[src/rtl/multi_operand_summer.sv]
// -----------------------------------------------------------------------------
// multi_operand_summer
//
// Sequential multi-operand adder with a ready/valid handshake on both sides.
// A vector of NUM_IN operands is captured in one accept cycle. The operands are
// then added into a WIDTH-bit accumulator one per clock, in index order. The
// result is the sum modulo 2^WIDTH plus an overflow flag. The flag is sticky for
// the whole transaction. The in_signed bit, sampled at accept, selects whether
// overflow is judged as unsigned (carry out) or as two's-complement.
//
// Parameters
//   WIDTH      operand and sum width in bits (>= 2)
//   NUM_IN     operands per transaction (>= 2)
//
// Ports
//   clk        rising-edge clock
//   rst        asynchronous, active-high reset
//   in_valid   operand vector present on in_data/in_signed
//   in_ready   block is idle and can accept a vector
//   in_data    operand i at bits [i*WIDTH +: WIDTH]
//   in_signed  overflow mode for this transaction (1 = signed, 0 = unsigned)
//   out_valid  sum/ovf hold a finished result
//   out_ready  consumer takes the result
//   sum        accumulator (partial sums are visible while accumulating)
//   ovf        sticky overflow of the current/last transaction
// -----------------------------------------------------------------------------
module multi_operand_summer #(
    parameter int WIDTH  = 32,
    parameter int NUM_IN = 8
) (
    input  logic                     clk,
    input  logic                     rst,
    input  logic                     in_valid,
    output logic                     in_ready,
    input  logic [NUM_IN*WIDTH-1:0]  in_data,
    input  logic                     in_signed,
    output logic                     out_valid,
    input  logic                     out_ready,
    output logic [WIDTH-1:0]         sum,
    output logic                     ovf
);

    localparam int IDX_W = $clog2(NUM_IN);
    localparam logic [IDX_W-1:0] LAST_IDX = IDX_W'(NUM_IN - 1);

    typedef enum logic [1:0] {
        IDLE = 2'd0,
        ACC  = 2'd1,
        DONE = 2'd2
    } state_t;

    state_t state;
    state_t state_next;

    logic [WIDTH-1:0] ops [NUM_IN];
    logic             mode_signed;
    logic [IDX_W-1:0] idx;
    logic [WIDTH-1:0] acc;
    logic             acc_ovf;

    logic             accept;
    logic             consume;
    logic             last_step;

    logic [WIDTH-1:0] cur_op;
    logic [WIDTH:0]   step_wide;
    logic             unsigned_step_ovf;
    logic             signed_step_ovf;
    logic             step_ovf;

    // Handshake decode straight from the state register. Because in_ready is
    // only high in IDLE and out_valid only in DONE, a result handshake and a
    // new accept can never fall on the same edge.
    assign in_ready  = (state == IDLE);
    assign out_valid = (state == DONE);
    assign accept    = in_ready && in_valid;
    assign consume   = out_valid && out_ready;
    assign last_step = (state == ACC) && (idx == LAST_IDX);

    assign sum = acc;
    assign ovf = acc_ovf;

    // One add per cycle: widen by one bit so the unsigned carry is bit WIDTH.
    // Signed overflow is the classic "same-sign addends, different-sign
    // result" rule. Both rules are computed, and the mode latched at accept
    // selects one.
    assign cur_op            = ops[idx];
    assign step_wide         = {1'b0, acc} + {1'b0, cur_op};
    assign unsigned_step_ovf = step_wide[WIDTH];
    assign signed_step_ovf   = (acc[WIDTH-1] == cur_op[WIDTH-1]) &&
                               (step_wide[WIDTH-1] != acc[WIDTH-1]);
    assign step_ovf          = mode_signed ? signed_step_ovf : unsigned_step_ovf;

    // State register.
    always_ff @(posedge clk or posedge rst) begin
        if (rst) begin
            state <= IDLE;
        end else begin
            state <= state_next;
        end
    end

    // Next-state logic. ACC always runs for exactly NUM_IN cycles. The exit
    // is taken on the cycle that adds the final operand.
    always_comb begin
        state_next = state;
        case (state)
            IDLE: begin
                if (in_valid) begin
                    state_next = ACC;
                end
            end
            ACC: begin
                if (idx == LAST_IDX) begin
                    state_next = DONE;
                end
            end
            DONE: begin
                if (out_ready) begin
                    state_next = IDLE;
                end
            end
            default: begin
                state_next = IDLE;
            end
        endcase
    end

    // Operand and mode capture. These registers are written only at accept,
    // so in_data and in_signed are free to change during the transaction.
    always_ff @(posedge clk or posedge rst) begin
        if (rst) begin
            for (int i = 0; i < NUM_IN; i++) begin
                ops[i] <= '0;
            end
            mode_signed <= 1'b0;
        end else if (accept) begin
            for (int i = 0; i < NUM_IN; i++) begin
                ops[i] <= in_data[i*WIDTH +: WIDTH];
            end
            mode_signed <= in_signed;
        end
    end

    // Operand index. It is held at the last index when that operand is added,
    // so it never wraps even when NUM_IN is a power of two.
    always_ff @(posedge clk or posedge rst) begin
        if (rst) begin
            idx <= '0;
        end else if (accept) begin
            idx <= '0;
        end else if ((state == ACC) && !last_step) begin
            idx <= idx + 1'b1;
        end
    end

    // Accumulator and sticky overflow. These registers are cleared at accept
    // and updated only in ACC. That keeps the result stable through DONE,
    // under backpressure, and in IDLE until the next vector is taken.
    always_ff @(posedge clk or posedge rst) begin
        if (rst) begin
            acc     <= '0;
            acc_ovf <= 1'b0;
        end else if (accept) begin
            acc     <= '0;
            acc_ovf <= 1'b0;
        end else if (state == ACC) begin
            acc     <= step_wide[WIDTH-1:0];
            acc_ovf <= acc_ovf | step_ovf;
        end
    end

    // consume is implied by the DONE -> IDLE transition. It is kept as a
    // named term so the result handshake is easy to find in a waveform.
    logic consume_seen;
    always_ff @(posedge clk or posedge rst) begin
        if (rst) begin
            consume_seen <= 1'b0;
        end else begin
            consume_seen <= consume;
        end
    end

    logic unused_ok;
    assign unused_ok = consume_seen;

endmodule

[config.mk]
export PLATFORM = sky130hd
export DESIGN_NAME = multi_operand_summer
export DESIGN_NICKNAME = d
export VERILOG_FILES = /design/src/rtl/multi_operand_summer.sv
export SDC_FILE = /design/constraint.sdc
export NUM_CORES = 1
export LEC_CHECK = 0
export CORE_MARGIN = 3
export CORE_UTILIZATION = 60
export CTS_BUF_LIST = sky130_fd_sc_hd__clkbuf_8 sky130_fd_sc_hd__clkbuf_16
export CTS_CLUSTER_DIAMETER = 30
export DETAILED_ROUTE_END_ITERATION = 8
export DONT_BUFFER_PORTS = 1
export PLACE_DENSITY_LB_ADDON = 0.1
export SKIP_CTS_REPAIR_TIMING = 1
export SYNTH_ARGS = -nofsm -noshare
export SYNTH_HDL_FRONTEND = slang
export SYNTH_SLANG_ARGS = --single-unit
[constraint.sdc]
create_clock -name clk -period 32.9 [get_ports clk]
set_clock_uncertainty 0.1 [all_clocks]
set_input_delay 6.58 -clock clk [delete_from_list [all_inputs] [get_ports clk]]
set_output_delay 6.58 -clock clk [all_outputs]
set_load 0.05 [all_outputs]
# After elaboration in Yosys (flattened, before gate mapping)
# Cells that the tools add are included.
[word_totals]
ff_bits = 295
latch_bits = 0
ramBits = 0
mem_bits_ro = 0
inputBits = 261
word_cells = 49
mem_count = 0
[op_classes]
n_addsub = 2
n_mul = 0
n_div = 0
order_cmp = 1
n_eq_ne = 8
n_shift = 0
mux = 14
bitwise_logic = 2
reduce_logical = 9
[ops]
columns = ["op", "n"]
rows = [
  ["$mux W32", 4],
  ["$bmux W32 S3", 1],
  ["$add A32 B32 Y33", 1],
  ["$mux W2", 3],
  ["$mux W3", 2],
  ["$pmux W2 S3", 1],
  ["$ge A4 B4 Y1 const B", 1],
  ["$logic_and A1 B1 Y1", 4],
  ["$ne A2 B2 Y1 const B", 2],
  ["$not A3 Y4", 1],
  ["$reduce_bool A2 Y1", 2],
  ["$add A3 B1 Y3 const B", 1],
  ["$eq A3 B3 Y1 const B", 1],
  ["$mux W1", 3],
  ["$reduce_and A3 Y1", 1],
  ["$eq A2 B1 Y1 const B", 1],
  ["$eq A2 B2 Y1 const B", 1],
  ["$logic_not A2 Y1", 1],
  ["$ne A2 B1 Y1 const B", 1],
  ["$eq A1 B1 Y1", 1],
  ["$logic_not A1 Y1", 1],
  ["$ne A1 B1 Y1", 1],
  ["$or A1 B1 Y1", 1],
]

# Longest topological paths before layout
[logic_depth]
depth_word = 11
mapped_depth = 14
mapped_depth_nobuf = 12

# Worst setup path before layout
# OpenSTA, ideal clock, no wires.
[synth_timing]
path_type = "register to output"
startpoint = "reg state[0]"
endpoint = "out out_valid"
t_arrival_ns = 1.116
slack_ns = 25.104
path_stages_with_launch = 2
n_path_buf = 0
path_cell_list = "dfrtp_1 nor2b_1"
[synth_between]
elab_chain_len = 1
[synth_rtl]
columns = ["element", "line", "source"]
rows = [
  ["from (decl)", "52", "state_t state;"],
  ["from (signal assigned)", "99", "state <= state_next;"],
  ["$eq A2 B2 Y1", "75", "assign out_valid = (state == DONE);"],
  ["to (decl)", "37", "output logic out_valid,"],
]
# Every way passes these cells.

# Final worst setup path
[layout_timing]
startpoint = "reg state[0]"
endpoint = "out in_ready"
[layout_between]
elab_chain_len = 1
[layout_rtl]
columns = ["element", "line", "source"]
rows = [
  ["$logic_not A2 Y1", "74", "assign in_ready = (state == IDLE);"],
  ["to (decl)", "34", "output logic in_ready,"],
]
# Every way passes these cells.

==> flow_summary.toml <==
[run_status]
status = "finished, final reports clean"

[cells_and_area]
fin_nets = 1865
final_layout_size_suffix_gt1_share_pct = 14.1
regArea_um2 = 7390
multi_input_area_um2 = 6870
diodes = 0
syn_to_final_growth_pct = 15.3
finish.utilization_pct = 71.1
final_cells = 1938
fillers = 1810

[floorplanning]
core_um2 = 23800
die_area_um2 = 26300
io_pins = 296
start_util_pct = 61.7
die_w_um = 162
placementRows = 56
fp.dieH_um = 162

[timing]
fin_crit_sh_pct = 26.1
hold_viol = 0
tns_ns = 0
fmax_mhz = 116
fin_crit_ns = 8.59
rsz0062_at_grt = "no"
tightest_slew_ns = 1.21
setup_violations = 0
fin_ws_ns = 24.31
slew_headroom_pct = 19.0
drv_slew = 0

[global_routing]
grt_max_degree = 133
grt_pass1_vias = 11409
gr-total-overflow = 0
antenna_found_initial = 1
grt_use_total_pct = 28.5
grt_first_pass_wirelength_um = 59400

[critical_path]
worstSetupStartpointType = "register"
crit_arrival_ns = 1.91
cp_top_family = "simple AND/OR/NAND/NOR gates"
slowest_stage = "nor2_1"
critical_path_required_ns = 26.22
endpoint_kind = "output port"
cp.buffers_inverters = 0
worst-setup-path-type = "reg2out"
crit_chain = "nor2_1"
slowest_delay_ns = 0.93
path_max_fanout = 4

[placement]
dp_hpwl_um = 25000
gp_congestion = 0.910
io_buffers = 0
dp_cells = 1827
dp_slack_ns = 23.85

[synth]
yosysTopAreaCell = "dfrtp_1"
synth_top_area_share_pct = 50.4
ys_types = 56
synth_seq_area_share_pct = 50.4
synth_edf_count = 0
ys.flop_type = "dfrtp_1"
synth_area_per_cell_um2 = 9.21
synthCells = 1591
postSynthNetCount = 1887
synthTopCellsByArea = "dfrtp_1 50%, nand2_1 20%, mux4_2 9.8%"
yosysWarnings = 0
ys_seq_elements = 295
syn-cell-area_um2 = 14600
async_flop_share_pct = 100

[clocking]
worstSkewPairLatency_ns = 0.58
numCtsBuffers = 59
ctsRootBufferMaster = "clkbuf_16"
cts_tree = "built"
clk_path_buf_depth = 3
clkTransAtPathRegs_ns = 0.05
htree_num_levels = 2
clock_sink_count = 295

[routing]
drt_iter0_drc = 914
num_vias = 11032
viasPerCell = 5.69
drcViolationCount = 0
detail-route-antenna-nets = 0
drt_wl_total_um = 37200
wire_per_inst_um = 19.2
drt_first_pass_iters = 5

[power]
leakage_uw = 0.00846
vdd_drop_max_uv = 142
power_uw = 2410
power.density_nw_per_um2 = 143

[run]
maxCapViolations = 0

[worst_hold_path]
hp-class = "reg2reg"
worst reg2reg max path: stages, from the launching register on:
cell,delay [ns]
dfrtp_4,0.78
buf_4,0.65
mux4_2,0.64
mux2_2,0.29
ha_1,0.22
fa_1,0.42
a21oi_1,0.24
o211ai_1,0.23
a41o_1,0.35
nand3_1,0.13
o21ai_1,0.19
a22oi_1,0.38
mux2i_1,0.22
nand2_1,0.08
stage by stage:
stage                     hold slack, ns  area (µm²)
after floorplan                    0.340       14600
after global placement             0.352       14800
after detailed placement           0.357       14800
after CTS                          0.369       16900
after global routing               0.388       16900
final                              0.364       16900
cell usage after synthesis (11+ instances only):
master    count
ha_1         34
nand2_1     795
buf_1        12
a21oi_1      25
nor3_1       11
o21ai_0      35
mux2_2       33
xnor2_1      12
nor2_1       29
nand3_1      35
xor2_1       12
mux4_2       64
dfrtp_1     295
clkbuf_1     77
inv_1        14
sequential cells by signal, summed over array words and instances (netlist names):
| name | flops |
|---|---|
| ops | 256 |
| idx | 3 |
| mode_signed | 1 |
| state | 2 |
| sum | 32 |
| ovf | 1 |
kinds of logic after synthesis:
family	count (synthesis)	share of synthesized area (%)
AND/OR/NAND/NOR	896	23.8
multiplexers	98	12.4
flip-flops	295	50.4
AO/OA/AOI/OAI	135	6.04
adder cells (fa/ha/maj)	35	3.04
XOR/XNOR	24	1.44
buffers and inverters	108	2.81
area by class of cell:
cell class                 instances  share of cell area [%]
tap                              319                    2.36
clock inverter                    41                    2.71
timing repair buffer              11                   0.489
multi-input combinational       1188                    40.7
clock buffer                      70                    9.64
sequential                       295                    43.8
inverter                          14                   0.356
final timing paths:
kind	start	endpoint	slack [ns]	cells past startpoint
worst max register to register	idx[1]	sum[30]	27.87	13
max in group asynchronous	rst	idx[1]	25.02	2
min in group asynchronous	rst	ops[96]	5.95	1
worst min-delay path	ops[164]	ops[164]	0.36	2
worst max-delay path	state[0]	in_ready	24.31	1
worst min register to register	ops[164]	ops[164]	0.36	2
layout by cell type (no fill, tap or decap), drive strengths merged, types with 11 or more instances in the layout:
cell type / n
nand2: 796
dfrtp: 295
clkbuf: 70
mux4: 64
o21ai: 45
nand3: 35
ha: 34
mux2: 33
nor2: 29
a21oi: 25
inv: 24
clkinv: 16
xor2: 12
xnor2: 12
nor3: 11
buf: 11
layer usage:
layer	routed length, µm	part of all wire, %	track usage (%)
met1	15100	41	36.8
met2	18400	49	47.7
met3	2530	6.8	6.81
met4	1180	3.2	10.0
met5	12	0.032	0
where the power goes:
part           total, µW  switching (µW)  leakage [µW]  internal, µW
registers            745             203       0.00366           542
clock network        609             201       0.00103           408
logic               1050             590       0.00377           463
total               2410             994       0.00846          1410
Note: power is estimated with default switching activity, not from simulation.
